<file path="src/rtl/simplepiano_pkg.sv">
// ---------------------------------------------------------------------------
// simplepiano_pkg
// Shared constants and helpers for the piano key front end.
//   NUM_KEYS        : keys in one octave (bit 11 = C / note 0 ... bit 0 = B / note 11)
//   NOTE_W / OCT_W  : widths of the note index and octave fields
//   SAMPLE_DIV_DEF  : default clocks per debounce sample tick
//   STABLE_N_DEF    : default consecutive equal samples for a debounced change
//   CNT_W           : tick counter width (covers SAMPLE_DIV up to 65535)
// ---------------------------------------------------------------------------
package simplepiano_pkg;

   localparam int NUM_KEYS       = 12;
   localparam int NOTE_W         = 4;
   localparam int OCT_W          = 3;
   localparam int SAMPLE_DIV_DEF = 1000;
   localparam int STABLE_N_DEF   = 4;
   localparam int CNT_W          = 16;

   typedef logic [NUM_KEYS-1:0] keyvec_t;

   // What the note selector does in a given cycle.
   typedef enum logic [1:0] {
      NA_NONE = 2'd0,
      NA_ON   = 2'd1,
      NA_OFF  = 2'd2
   } note_action_e;

   // Lowest note index present in v. Note 0 lives in the MSB, so the scan
   // starts at the top bit. Returns 0 for an empty vector (callers guard).
   function automatic logic [NOTE_W-1:0] lowest_note(input keyvec_t v);
      logic [NOTE_W-1:0] r;
      logic              found;
      r     = '0;
      found = 1'b0;
      for (int i = NUM_KEYS - 1; i >= 0; i--) begin
         if (v[i] && !found) begin
            r     = NOTE_W'(NUM_KEYS - 1 - i);
            found = 1'b1;
         end
      end
      return r;
   endfunction

endpackage

</file>
<file path="src/rtl/key_debounce_bit.sv">
// ---------------------------------------------------------------------------
// key_debounce_bit
// One key contact: 2-flop synchronizer, STABLE_N-deep sample history and the
// debounced output bit.
//   clk      : clock, rising edge
//   rst      : synchronous active-high reset
//   key_raw  : asynchronous contact input
//   sample   : one-cycle strobe, shift the synchronized key into the history
//   update   : one-cycle strobe (cycle after sample), re-evaluate key_db
//   key_db   : debounced key level
// ---------------------------------------------------------------------------
module key_debounce_bit
   import simplepiano_pkg::*;
#(
   parameter int STABLE_N = STABLE_N_DEF
) (
   input  logic clk,
   input  logic rst,
   input  logic key_raw,
   input  logic sample,
   input  logic update,
   output logic key_db
);

   logic                sync1_q;
   logic                sync2_q;
   logic [STABLE_N-1:0] hist_q, hist_d;
   logic                db_q, db_d;

   always_comb begin
      hist_d = hist_q;
      db_d   = db_q;
      if (sample) begin
         hist_d = {hist_q[STABLE_N-2:0], sync2_q};
      end
      // Mixed history means the contact is still bouncing: keep the old level.
      if (update) begin
         if (&hist_q) begin
            db_d = 1'b1;
         end else if (~|hist_q) begin
            db_d = 1'b0;
         end
      end
   end

   always_ff @(posedge clk) begin
      if (rst) begin
         sync1_q <= 1'b0;
         sync2_q <= 1'b0;
         hist_q  <= '0;
         db_q    <= 1'b0;
      end else begin
         sync1_q <= key_raw;
         sync2_q <= sync1_q;
         hist_q  <= hist_d;
         db_q    <= db_d;
      end
   end

   assign key_db = db_q;

endmodule

</file>
<file path="src/rtl/piano_key_frontend.sv">
// ---------------------------------------------------------------------------
// piano_key_frontend
// Debounces 12 piano key contacts and turns them into a monophonic note stream
// with last-pressed priority.
//   clk        : clock, rising edge
//   rst        : synchronous active-high reset
//   keys_raw   : asynchronous key contacts, bit 11 = C (note 0) .. bit 0 = B (note 11)
//   octave_raw : asynchronous octave select
//   keys_db    : debounced key vector
//   note_valid : a note is currently selected
//   note_idx   : selected note 0..11 (holds after the note ends)
//   note_oct   : octave captured when note_on fired
//   note_on    : one-cycle pulse when note_idx is (re)selected
//   note_off   : one-cycle pulse when note_valid falls
// ---------------------------------------------------------------------------
module piano_key_frontend
   import simplepiano_pkg::*;
#(
   parameter int SAMPLE_DIV = SAMPLE_DIV_DEF,
   parameter int STABLE_N   = STABLE_N_DEF
) (
   input  logic                clk,
   input  logic                rst,
   input  logic [NUM_KEYS-1:0] keys_raw,
   input  logic [OCT_W-1:0]    octave_raw,
   output logic [NUM_KEYS-1:0] keys_db,
   output logic                note_valid,
   output logic [NOTE_W-1:0]   note_idx,
   output logic [OCT_W-1:0]    note_oct,
   output logic                note_on,
   output logic                note_off
);

   localparam logic [CNT_W-1:0]  CNT_LAST = CNT_W'(SAMPLE_DIV - 1);
   localparam logic [NOTE_W-1:0] KEY_LAST = NOTE_W'(NUM_KEYS - 1);

   logic [OCT_W-1:0]  oct_sync1_q, oct_sync2_q;
   logic [CNT_W-1:0]  cnt_q, cnt_d;
   logic              tick;
   logic              tick_q;
   keyvec_t           db_w;
   keyvec_t           db_prev_q;
   keyvec_t           rise, fall;
   logic [NOTE_W-1:0] sel_pos;
   note_action_e      action;
   logic              valid_q, valid_d;
   logic [NOTE_W-1:0] idx_q, idx_d;
   logic [OCT_W-1:0]  oct_q, oct_d;
   logic              on_q, on_d;
   logic              off_q, off_d;

   // ---- sample tick: counter wraps at SAMPLE_DIV-1, tick_q marks the update cycle
   assign tick  = (cnt_q == CNT_LAST);
   assign cnt_d = tick ? '0 : cnt_q + 1'b1;

   always_ff @(posedge clk) begin
      if (rst) begin
         cnt_q       <= '0;
         tick_q      <= 1'b0;
         oct_sync1_q <= '0;
         oct_sync2_q <= '0;
      end else begin
         cnt_q       <= cnt_d;
         tick_q      <= tick;
         oct_sync1_q <= octave_raw;
         oct_sync2_q <= oct_sync1_q;
      end
   end

   // ---- per-key synchronizer / history / debounced bit
   for (genvar k = 0; k < NUM_KEYS; k++) begin : g_key
      key_debounce_bit #(
         .STABLE_N (STABLE_N)
      ) u_key (
         .clk     (clk),
         .rst     (rst),
         .key_raw (keys_raw[k]),
         .sample  (tick),
         .update  (tick_q),
         .key_db  (db_w[k])
      );
   end

   // ---- edge detect and note selection
   always_comb begin
      rise    = db_w & ~db_prev_q;
      fall    = ~db_w & db_prev_q;
      // Bit position of the selected note (note 0 sits in the MSB).
      sel_pos = KEY_LAST - idx_q;
      action  = NA_NONE;
      idx_d   = idx_q;
      valid_d = valid_q;
      oct_d   = oct_q;

      // A fresh press always wins, even if the selected key drops in the same cycle.
      if (|rise) begin
         action = NA_ON;
         idx_d  = lowest_note(rise);
      end else if (valid_q && fall[sel_pos]) begin
         if (|db_w) begin
            action = NA_ON;
            idx_d  = lowest_note(db_w);
         end else begin
            action = NA_OFF;
         end
      end

      on_d  = (action == NA_ON);
      off_d = (action == NA_OFF);
      if (action == NA_ON) begin
         valid_d = 1'b1;
         oct_d   = oct_sync2_q;
      end else if (action == NA_OFF) begin
         valid_d = 1'b0;
      end
   end

   // Reset clears the note state directly, so no note_off is produced.
   always_ff @(posedge clk) begin
      if (rst) begin
         db_prev_q <= '0;
         valid_q   <= 1'b0;
         idx_q     <= '0;
         oct_q     <= '0;
         on_q      <= 1'b0;
         off_q     <= 1'b0;
      end else begin
         db_prev_q <= db_w;
         valid_q   <= valid_d;
         idx_q     <= idx_d;
         oct_q     <= oct_d;
         on_q      <= on_d;
         off_q     <= off_d;
      end
   end

   assign keys_db    = db_w;
   assign note_valid = valid_q;
   assign note_idx   = idx_q;
   assign note_oct   = oct_q;
   assign note_on    = on_q;
   assign note_off   = off_q;

endmodule
</file>
<file path="config.mk">
export PLATFORM = sky130hd
export DESIGN_NAME = piano_key_frontend
export DESIGN_NICKNAME = d
export VERILOG_FILES = /design/src/rtl/simplepiano_pkg.sv /design/src/rtl/key_debounce_bit.sv /design/src/rtl/piano_key_frontend.sv
export SDC_FILE = /design/constraint.sdc
export NUM_CORES = 1
export LEC_CHECK = 0
export CAP_MARGIN = 20
export CORE_AREA = 3 3 146 148
export CTS_CLUSTER_SIZE = 30
export DETAILED_ROUTE_END_ITERATION = 16
export DIE_AREA = 0 0 149 151
export DONT_BUFFER_PORTS = 1
export PLACE_DENSITY = 0.48
export SLEW_MARGIN = 20
export SYNTH_ARGS = -nofsm -noshare
export SYNTH_HDL_FRONTEND = slang
export SYNTH_SLANG_ARGS = --single-unit
</file>
<file path="constraint.sdc">
create_clock -name clk -period 2.8 [get_ports clk]
set_clock_uncertainty 0.15 [all_clocks]
set_input_delay 0.42 -clock clk [delete_from_list [all_inputs] [get_ports clk]]
set_output_delay 0.42 -clock clk [all_outputs]
set_load 0.05 [all_outputs]
</file>
==> out/results.txt, run 1 <==
post-synthesis cell count - 569
critical path type - reg -> reg
maximum clock insertion buffer count - 2
routability congestion estimate from global placement - 0.8263
pre-CTS setup slack - 0.4205 ns
total number of clock tree sinks - 129
IR drop worst, VDD - 0.3561 mV
Post-synth EDFFs - 0
share of synthesized registers carrying an async set or reset - 0%
number of remaining DRC errors - 0
top-level port count - 39
router iterations before antenna repair - 4
ratio of total power to cell area - 703.6 mW/mm2
fraction of layout instances using a drive strength above 1 - 12.06%
Synth Register Bits - 129
final worst path period share - 85.78%
number of I/O port buffers - 0
placed wire-length estimate after detailed placement - 7760 um
Die Y-Extent - 151 um
insertion delay to the later sink of the worst-skew pair - 0.41 ns
slew at the pin with the worst max-slew slack - 0.6334 ns
total of endpoints with negative setup slack in the final report - 0
initial core utilization - 24.95%
vias in the first global route - 3,809
number of buffers created by CTS - 17
antenna violations before repair - 0
cell with the largest stage delay on the worst path - a311oi_4
most used cells in the layout excluding fill and tap cells - 129 x dfxtp_1, 114 x nand2_1, 65 x a21oi_1
fin. max-slew vios - 0
DIE AREA - 0.02250 mm2
Setup Total Neg Slack - 0 ns
Util after Layout - 30.45%
number of max-cap violations - 0
nets in the synthesized netlist - 589
RSZ-0062 raised after global routing - no
number of standard-cell rows in the floorplan - 52
number of nets with antenna violations after routing - 0
worst path buffer plus inverter count - 0
normalized max-slew margin - 57.72%
first-pass GRT wire length - 19,120 um
Warnings, synthesis - 0
Die W - 149 um
leading cell type in the layout, fill and taps excluded - dfxtp_1
result of the run - complete, no violations
Peak Freq - 416.4 MHz
vias - 3,819
required time of the critical path - 2.93 ns
Largest stage delay, worst path - 0.46 ns
portion of the post-synthesis area used by sequential elements - 51.32%
core area - 0.02017 mm2
Critical Path AT - 2.53 ns
Clock transition at path regs - 0.05 ns
cell chosen for the clock root - clkbuf_16
worst min-delay path class - in -> reg
GRT Overall Usage - 10.77%
minimum hold slack - 0.02078 ns
CTS tree - built
global route total overflow - 0
dominant synthesized flop cell - dfxtp_1
DR vias/cell - 4.405
count of buffers added by post-CTS timing repair for setup - 0
final-stage net count - 604
element type at the critical path end - register
Top Family by Delay on Critical Path - compound AO/OA/AOI/OAI gates
number of different library cells in the post-synthesis netlist - 40
number of hold-slack violations in the final timing report - 0
total length of routed wires - 11,560 um
synthesis-to-layout area growth - 22.05%
static power due to leakage - 0.002191 uW
highest fanout seen on the critical path - 8
post-route worst setup slack - 0.3983 ns
largest net degree at the start of global routing - 112
Period minus WS final - 2.402 ns
netlist area before placement - 0.005032 mm2
Avg WL per Cell - 13.33 um
initial DRC count - 209
Antenna Diode Count - 0
Max H-tree Level - 4
launching element type of the critical path - register
Mean Syn Cell Area - 8.844 um2
ordered cell list for the critical path - o311ai_0 -> nand4b_1 -> a311oi_4 -> ha_1 -> mux2i_1 -> nor2_1
==> final cells by class <==
class,count,area (um2)
multi-input cells,393,2225
repair buffers,34,307.8
clock inverters,11,175.2
clock buffers,21,480.5
flip-flops and latches,129,2582
fillers,2133,14030
inverters,9,33.78
well taps,270,337.8
==> report_power, final <==
group          total [uW]  internal (uW)  switching (uW)  leakage [uW]
clock network        2380           1590             794      0.000316
registers            1870           1860            8.65       0.00105
logic                69.1           30.6            38.4      0.000829
total                4320           3480             841       0.00219
==> layer usage <==
| metal | vias to the layer above | wire length [um] | global-route usage, % |
|---|---|---|---|
| met1 | 1764 | 5464 | 14.62 |
| met5 | - | 0 | 0 |
| met2 | 99 | 5037 | 16.02 |
| met4 | 0 | 128 | 3.341 |
| li1 | 1945 | - | - |
| met3 | 11 | 927 | 3.860 |
==> through the flow <==
stage | instance area [um2] | total power [uW] | cells
2_1_floorplan | 5032 | 1948 | 569
4_1_cts | 6142 | 4394 | 867
3_5_place_dp | 5329 | 1936 | 821
3_3_place_gp | 5329 | 1936 | 821
5_1_grt | 6142 | 4484 | 867
6_report | 6142 | 4322 | 867
==> cell usage after synthesis (2+ instances only) <==
| library cell | number | area, um2 |
|---|---|---|
| mux4_2 | 2 | 45.04 |
| buf_2 | 3 | 15.01 |
| nand2_1 | 114 | 427.9 |
| clkbuf_1 | 23 | 86.33 |
| nand4_1 | 6 | 37.54 |
| nand3_1 | 8 | 40.04 |
| buf_4 | 12 | 90.09 |
| nor2b_1 | 53 | 331.6 |
| nor2_1 | 37 | 138.9 |
| xor2_1 | 10 | 87.58 |
| nor3_2 | 2 | 20.02 |
| nand2b_1 | 12 | 75.07 |
| a41oi_1 | 12 | 105.1 |
| nand4b_1 | 2 | 17.52 |
| ha_1 | 3 | 37.54 |
| or4b_2 | 12 | 120.1 |
| nor4_1 | 6 | 37.54 |
| nor3_1 | 15 | 75.07 |
| mux2i_1 | 6 | 60.06 |
| and4_1 | 2 | 17.52 |
| and3_1 | 4 | 25.02 |
| inv_1 | 8 | 30.03 |
| dfxtp_1 | 129 | 2582 |
| xnor2_1 | 4 | 35.03 |
| a211o_1 | 2 | 17.52 |
| a21oi_1 | 65 | 325.3 |
| o21ai_0 | 4 | 20.02 |
==> worst register-to-register path, delay by kind of cell (launching register included) <==
kind,cells,cell delay [ns]
adder cells (fa/ha/maj),1,0.37
multiplexers,1,0.23
AND/OR/NAND/NOR,2,0.29
AO/OA/AOI/OAI,2,0.84
flip-flops,1,0.40
==> final timing paths <==
kind / startpoint / to / slack, ns / cells after the start
setup / recovery: note_idx[0] / note_oct[2] / 0.40 / 6
hold reg to reg: g_key[6].u_key.sync2_q / g_key[6].u_key.hist_q[0] / 0.29 / 2
hold / removal: octave_raw[0] / oct_sync1_q[0] / 0.02 / 1
setup reg to reg: note_idx[0] / note_oct[2] / 0.40 / 6
==> what timing repair did <==
item / in CTS / in global routing
hold buffers: 14 / 0
resized for setup: 0 / 0
endpoints found under the hold margin: 111 / 0
endpoints found under the setup margin: 0 / 0
==> cells by family (layout without fill, tap and decap cells) <==
kind of cell               Yosys count  in the layout  synth area share, %
and+or+nand+nor                    276            276                27.52
DFF                                129            129                51.32
AOI/OAI and AO/OA                   92             92                11.41
buffers and inverters               47             75                4.475
xor gates and xnor gates            14             14                2.436
muxes                                8              8                2.088
adders and majority gates            3              3               0.7460
==> registers in the layout, indices dropped and copies added, names as in the netlist <==
name,cells
g_key.u_key.hist_q,48
cnt_q,16
db_prev_q,12
g_key.u_key.key_db,12
g_key.u_key.sync1_q,12
g_key.u_key.sync2_q,12
note_idx,4
note_oct,3
oct_sync1_q,3
oct_sync2_q,3
note_off,1
note_on,1
note_valid,1
tick_q,1
Note: power is estimated with default switching activity, not from simulation.
==> run 2, diff against run 1 <==
--- a/config.mk
+++ b/config.mk
@@ -6,4 +6,5 @@
 export NUM_CORES = 1
 export LEC_CHECK = 0
+export ABC_CLOCK_PERIOD_IN_PS = 2800
 export CAP_MARGIN = 20
 export CORE_AREA = 3 3 146 148
==> constraint.sdc (replaced) <==
create_clock -name clk -period 2.8 [get_ports clk]
set_clock_uncertainty 0.15 [all_clocks]
set_input_delay 0.56 -clock clk [delete_from_list [all_inputs] [get_ports clk]]
set_output_delay 0.56 -clock clk [all_outputs]
set_load 0.05 [all_outputs]
==> run 2 against run 1 <==
Critical path depth stayed put. Sequential share of layout area is 1.1 points higher. Clock power hardly changed. Maximum frequency is 0.80% higher. Largest cell class unchanged.
==> out/results.txt, run 2 (synthesized netlist as in run 1, its figures left out) <==
result of the run - complete, no violations
Die W - 149 um
Clock transition at path regs - 0.06 ns
number of flip-flops in the largest register - 48
number of hold-slack violations in the final timing report - 0
core area - 0.02017 mm2
DIE AREA - 0.02250 mm2
synthesis-to-layout area growth - 18.92%
Most flops, register - g_key.u_key.hist_q
global route total overflow - 0
number of remaining DRC errors - 0
Max H-tree Level - 4
total of endpoints with negative setup slack in the final report - 0
number of nets with antenna violations after routing - 0
slew at the pin with the worst max-slew slack - 0.6335 ns
RSZ-0062 raised after global routing - no
normalized max-slew margin - 57.71%
post-placement cell area - 0.005329 mm2
hold_buf cts - 0
number of standard-cell rows in the floorplan - 52
antenna violations before repair - 0
worst r2r path cells - 6
router iterations before antenna repair - 4
initial core utilization - 24.95%
post-route worst setup slack - 0.4174 ns
total number of clock tree sinks - 129
Critical Path AT - 2.53 ns
Largest stage delay, worst path - 0.46 ns
number of fill cells - 2,138
capturing point of the worst reg2reg path - note_oct[2]
routability congestion estimate from global placement - 0.8263
initial DRC count - 227
insertion delay to the later sink of the worst-skew pair - 0.41 ns
ordered cell list for the critical path - o311ai_0 -> nand4b_1 -> a311oi_4 -> ha_1 -> mux2i_1 -> nor2_1
placed wire-length estimate after detailed placement - 7760 um
Avg WL per Cell - 13.44 um
total length of routed wires - 11,470 um
fraction of layout instances using a drive strength above 1 - 12.18%
worst min-delay path class - in -> reg
vias in the first global route - 3,821
final worst path period share - 85.09%
r2r startpoint - note_idx[0]
cell chosen for the clock root - clkbuf_16
IR drop worst, VDD - 0.3568 mV
number of max-cap violations - 0
critical path type - reg -> reg
setup slack on the worst flop-to-flop path - 0.42 ns
element type at the critical path end - register
vias - 3,769
Die Y-Extent - 151 um
ratio of total power to cell area - 715.4 mW/mm2
top-level port count - 39
number of I/O port buffers - 0
final-stage net count - 590
launching element type of the critical path - register
most used cells in the layout excluding fill and tap cells - 129 x dfxtp_1, 114 x nand2_1, 65 x a21oi_1
GRT Overall Usage - 10.69%
CTS tree - built
leading cell type in the layout, fill and taps excluded - dfxtp_1
required time of the critical path - 2.95 ns
count of buffers added by post-CTS timing repair for setup - 0
static power due to leakage - 0.002124 uW
fin. max-slew vios - 0
launching instance or port of the critical path - note_idx[0]
DR vias/cell - 4.419
Setup Total Neg Slack - 0 ns
maximum clock insertion buffer count - 2
largest net degree at the start of global routing - 114
highest fanout seen on the critical path - 8
first-pass GRT wire length - 19,060 um
Period minus WS final - 2.383 ns
Resized Gates After CTS - 0
Antenna Diode Count - 0
Worst setup endpoint - note_oct[2]
number of buffers created by CTS - 17
cell with the largest stage delay on the worst path - a311oi_4
post-route cell area - 0.005984 mm2
Peak Freq - 419.7 MHz
pre-CTS setup slack - 0.4205 ns
largest registers in the final layout - g_key.u_key.hist_q: 48 flops, cnt_q: 16 flops
==> run 2: cell types whose count changed in the layout (fill, tap and decap cells not counted), sizes merged <==
cell / previous run / this run
buf: 21 / 20
dlygate4sd3: 13 / 0
==> run 2: through the flow <==
stage / hold WS [ns] / power, uW / util, % / std cells
after floorplan: 0.2638 / 1948 / - / 569
after detailed placement: 0.2757 / 1936 / 26.42 / 821
after global routing: 0.05000 / 4436 / 29.67 / 853
final: 0.07106 / 4281 / 29.67 / 853
after CTS: 0.06033 / 4350 / 29.67 / 853
after global placement: 0.2746 / 1936 / 26.42 / 821
==> run 2: final cells by class <==
cell class	count	area, um2	share of cell area (%)
inverters	9	33.78	0.5645
clock inverters	11	175.2	2.927
multi-input cells	393	2225	37.17
well taps	270	337.8	5.645
flip-flops and latches	129	2582	43.15
repair buffers	20	150.1	2.509
clock buffers	21	480.5	8.028
==> run 2: routing by layer <==
metal	global-route usage [%]	part of all wire, %
met4	3.341	1.1
met3	3.920	8.6
met5	0	0
met2	16.02	44
met1	14.37	47
==> run 2: critical path: cells and delay by family (launching register included) <==
family / cells / cell delay [ns]
fa+ha+maj: 1 / 0.37
flops: 1 / 0.40
mux: 1 / 0.22
compound gates: 2 / 0.84
simple gates: 2 / 0.29
==> run 2: worst min-delay path by stage <==
stage / startpoint / end / slack, ns / depth (start not counted)
5_1_grt: rst / note_idx[2] / 0.05 / 1
4_1_cts: rst / note_off / 0.06 / 1
2_1_floorplan: g_key[0].u_key.sync1_q / g_key[0].u_key.sync2_q / 0.26 / 1
3_5_place_dp: g_key[7].u_key.sync2_q / g_key[7].u_key.hist_q[0] / 0.28 / 2
6_report: rst / g_key[9].u_key.hist_q[2] / 0.07 / 1
3_3_place_gp: cnt_q[0] / cnt_q[0] / 0.27 / 1
==> run 2: power breakdown <==
part           switching (uW)  leakage (uW)  internal [uW]
Clock                     796      0.000316           1590
Combinational            11.8      0.000762           14.8
Sequential               8.58       0.00105           1860
Total                     816       0.00212           3460
==> run 3, diff against run 2 <==
Settings changed: PLACE_DENSITY 0.48 to default, PLACE_DENSITY_LB_ADDON from default to 0.3.
==> run 3 against run 2 <==
Critical path depth did not move. Clock power fell by 7%. Utilization fell by 0.27 points. Non-clock buffer count did not move. Cell count fell by 0.12%. Largest power group unchanged. Power fell by 3.6%. Final area fell by 0.90%. Sequential cell count did not move. Sequential power barely moved. Setup slack got worse by 0.085 ns. First-iteration DRC count fell by 9.3%.
==> out/results.txt, run 3 (synthesized netlist as in run 1, its figures left out) <==
result of the run - complete, no violations
Largest stage delay, worst path - 0.62 ns
cell with the largest stage delay on the worst path - nor4_1
Period minus WS final - 2.467 ns
insertion delay to the later sink of the worst-skew pair - 0.41 ns
number of hold-slack violations in the final timing report - 0
final-stage net count - 590
ratio of total power to cell area - 695.6 mW/mm2
highest fanout seen on the critical path - 7
required time of the critical path - 2.99 ns
synthesis-to-layout area growth - 17.85%
launching instance or port of the critical path - g_key[7].u_key.key_db
DR vias/cell - 4.412
fraction of layout instances using a drive strength above 1 - 12.03%
vias in the first global route - 3,714
total number of clock tree sinks - 129
maximum clock insertion buffer count - 2
slew at the pin with the worst max-slew slack - 0.6458 ns
leading cell type in the layout, fill and taps excluded - dfxtp_1
Die W - 149 um
number of nets with antenna violations after routing - 0
routability congestion estimate from global placement - 0.8015
initial DRC count - 206
Clock transition at path regs - 0.06 ns
Die Y-Extent - 151 um
number of buffers created by CTS - 17
Peak Freq - 405.3 MHz
startpoint of the tightest hold check path - rst
initial core utilization - 24.95%
DIE AREA - 0.02250 mm2
critical path type - reg -> reg
top-level port count - 39
number of standard-cell rows in the floorplan - 52
number of fill cells - 2,135
Top Family by Delay on Critical Path - simple AND/OR/NAND/NOR gates
first-pass GRT wire length - 19,200 um
number of flip-flops in the largest register - 48
router iterations before antenna repair - 5
global route total overflow - 0
antenna violations before repair - 0
Max H-tree Level - 4
Setup Total Neg Slack - 0 ns
CP dominant cell by count - nor4_1
worst min-delay path class - in -> reg
worst path buffer plus inverter count - 0
static power due to leakage - 0.002096 uW
Most flops, register - g_key.u_key.hist_q
core area - 0.02017 mm2
most used cells in the layout excluding fill and tap cells - 129 x dfxtp_1, 114 x nand2_1, 65 x a21oi_1
number of remaining DRC errors - 0
total length of routed wires - 11,520 um
cell chosen for the clock root - clkbuf_16
Critical Path AT - 2.66 ns
launching element type of the critical path - register
element type at the critical path end - register
total of endpoints with negative setup slack in the final report - 0
final worst path period share - 88.12%
area of all sequential standard cells - 0.002582 mm2
number of I/O port buffers - 0
GRT Overall Usage - 10.70%
vias - 3,759
normalized max-slew margin - 56.55%
count of buffers added by post-CTS timing repair for setup - 0
Avg WL per Cell - 13.52 um
RSZ-0062 raised after global routing - no
largest registers in the final layout - g_key.u_key.hist_q: 48 flops, cnt_q: 16 flops
largest net degree at the start of global routing - 114
CTS tree - built
Resized Gates After CTS - 0
area used by multi-input combinational logic - 0.002225 mm2
ordered cell list for the critical path - nor4_1 -> nand2_1 -> nor4_1 -> a21oi_1 -> a211o_1 -> mux2i_1
number of max-cap violations - 0
Antenna Diode Count - 0
placed wire-length estimate after detailed placement - 7724 um
IR drop worst, VDD - 0.3914 mV
Final Total Pwr - 4125 uW
r2r startpoint - g_key[7].u_key.key_db
hold_buf cts - 0
fin. max-slew vios - 0
Util after Layout - 29.40%
## run 3: final cells by class
class | count | share of cell area, %
Tap cell | 270 | 5.696
Timing Repair Buffer | 20 | 2.532
Multi-Input combinational cell | 393 | 37.51
Clock buffer | 18 | 7.405
Sequential cell | 129 | 43.54
Inverter | 9 | 0.5696
Clock inverter | 13 | 2.743
## run 3: power breakdown
| part | switching [uW] | internal (uW) | total (uW) |
|---|---|---|---|
| registers | 8.23 | 1860 | 1870 |
| logic | 12.2 | 14.9 | 27.1 |
| clock network | 812 | 1420 | 2230 |
| total | 832 | 3290 | 4130 |
## run 3: per-layer routing
metal	wire length (um)	track usage, %
met5	0	0
met4	155	4.073
met3	411	3.321
met2	5252	16.45
met1	5698	14.10
## run 3: worst register-to-register path, cell delays in order, from the launching register on
cell	delay, ns
dfxtp_1	0.38
nor4_1	0.62
nand2_1	0.20
nor4_1	0.47
a21oi_1	0.12
a211o_1	0.34
mux2i_1	0.13
## run 3: worst paths after layout
path                                                 end  slack, ns  depth (start not counted)
worst max-delay path                         note_idx[1]       0.33                          6
worst min-delay path                         note_idx[2]       0.06                          1
worst max register to register               note_idx[1]       0.33                          6
worst min register to register  g_key[3].u_key.hist_q[0]       0.29                          2
## run 3: per-stage QoR
step / hold WS (ns) / setup slack, ns / cells / cell area (um2)
2_1_floorplan: 0.2638 / 0.2405 / 569 / 5032
3_3_place_gp: 0.2761 / 0.3658 / 821 / 5329
3_5_place_dp: 0.2754 / 0.3563 / 821 / 5329
4_1_cts: 0.04878 / 0.3554 / 852 / 5931
5_1_grt: 0.04444 / 0.1235 / 852 / 5931
6_report: 0.06415 / 0.3326 / 852 / 5931
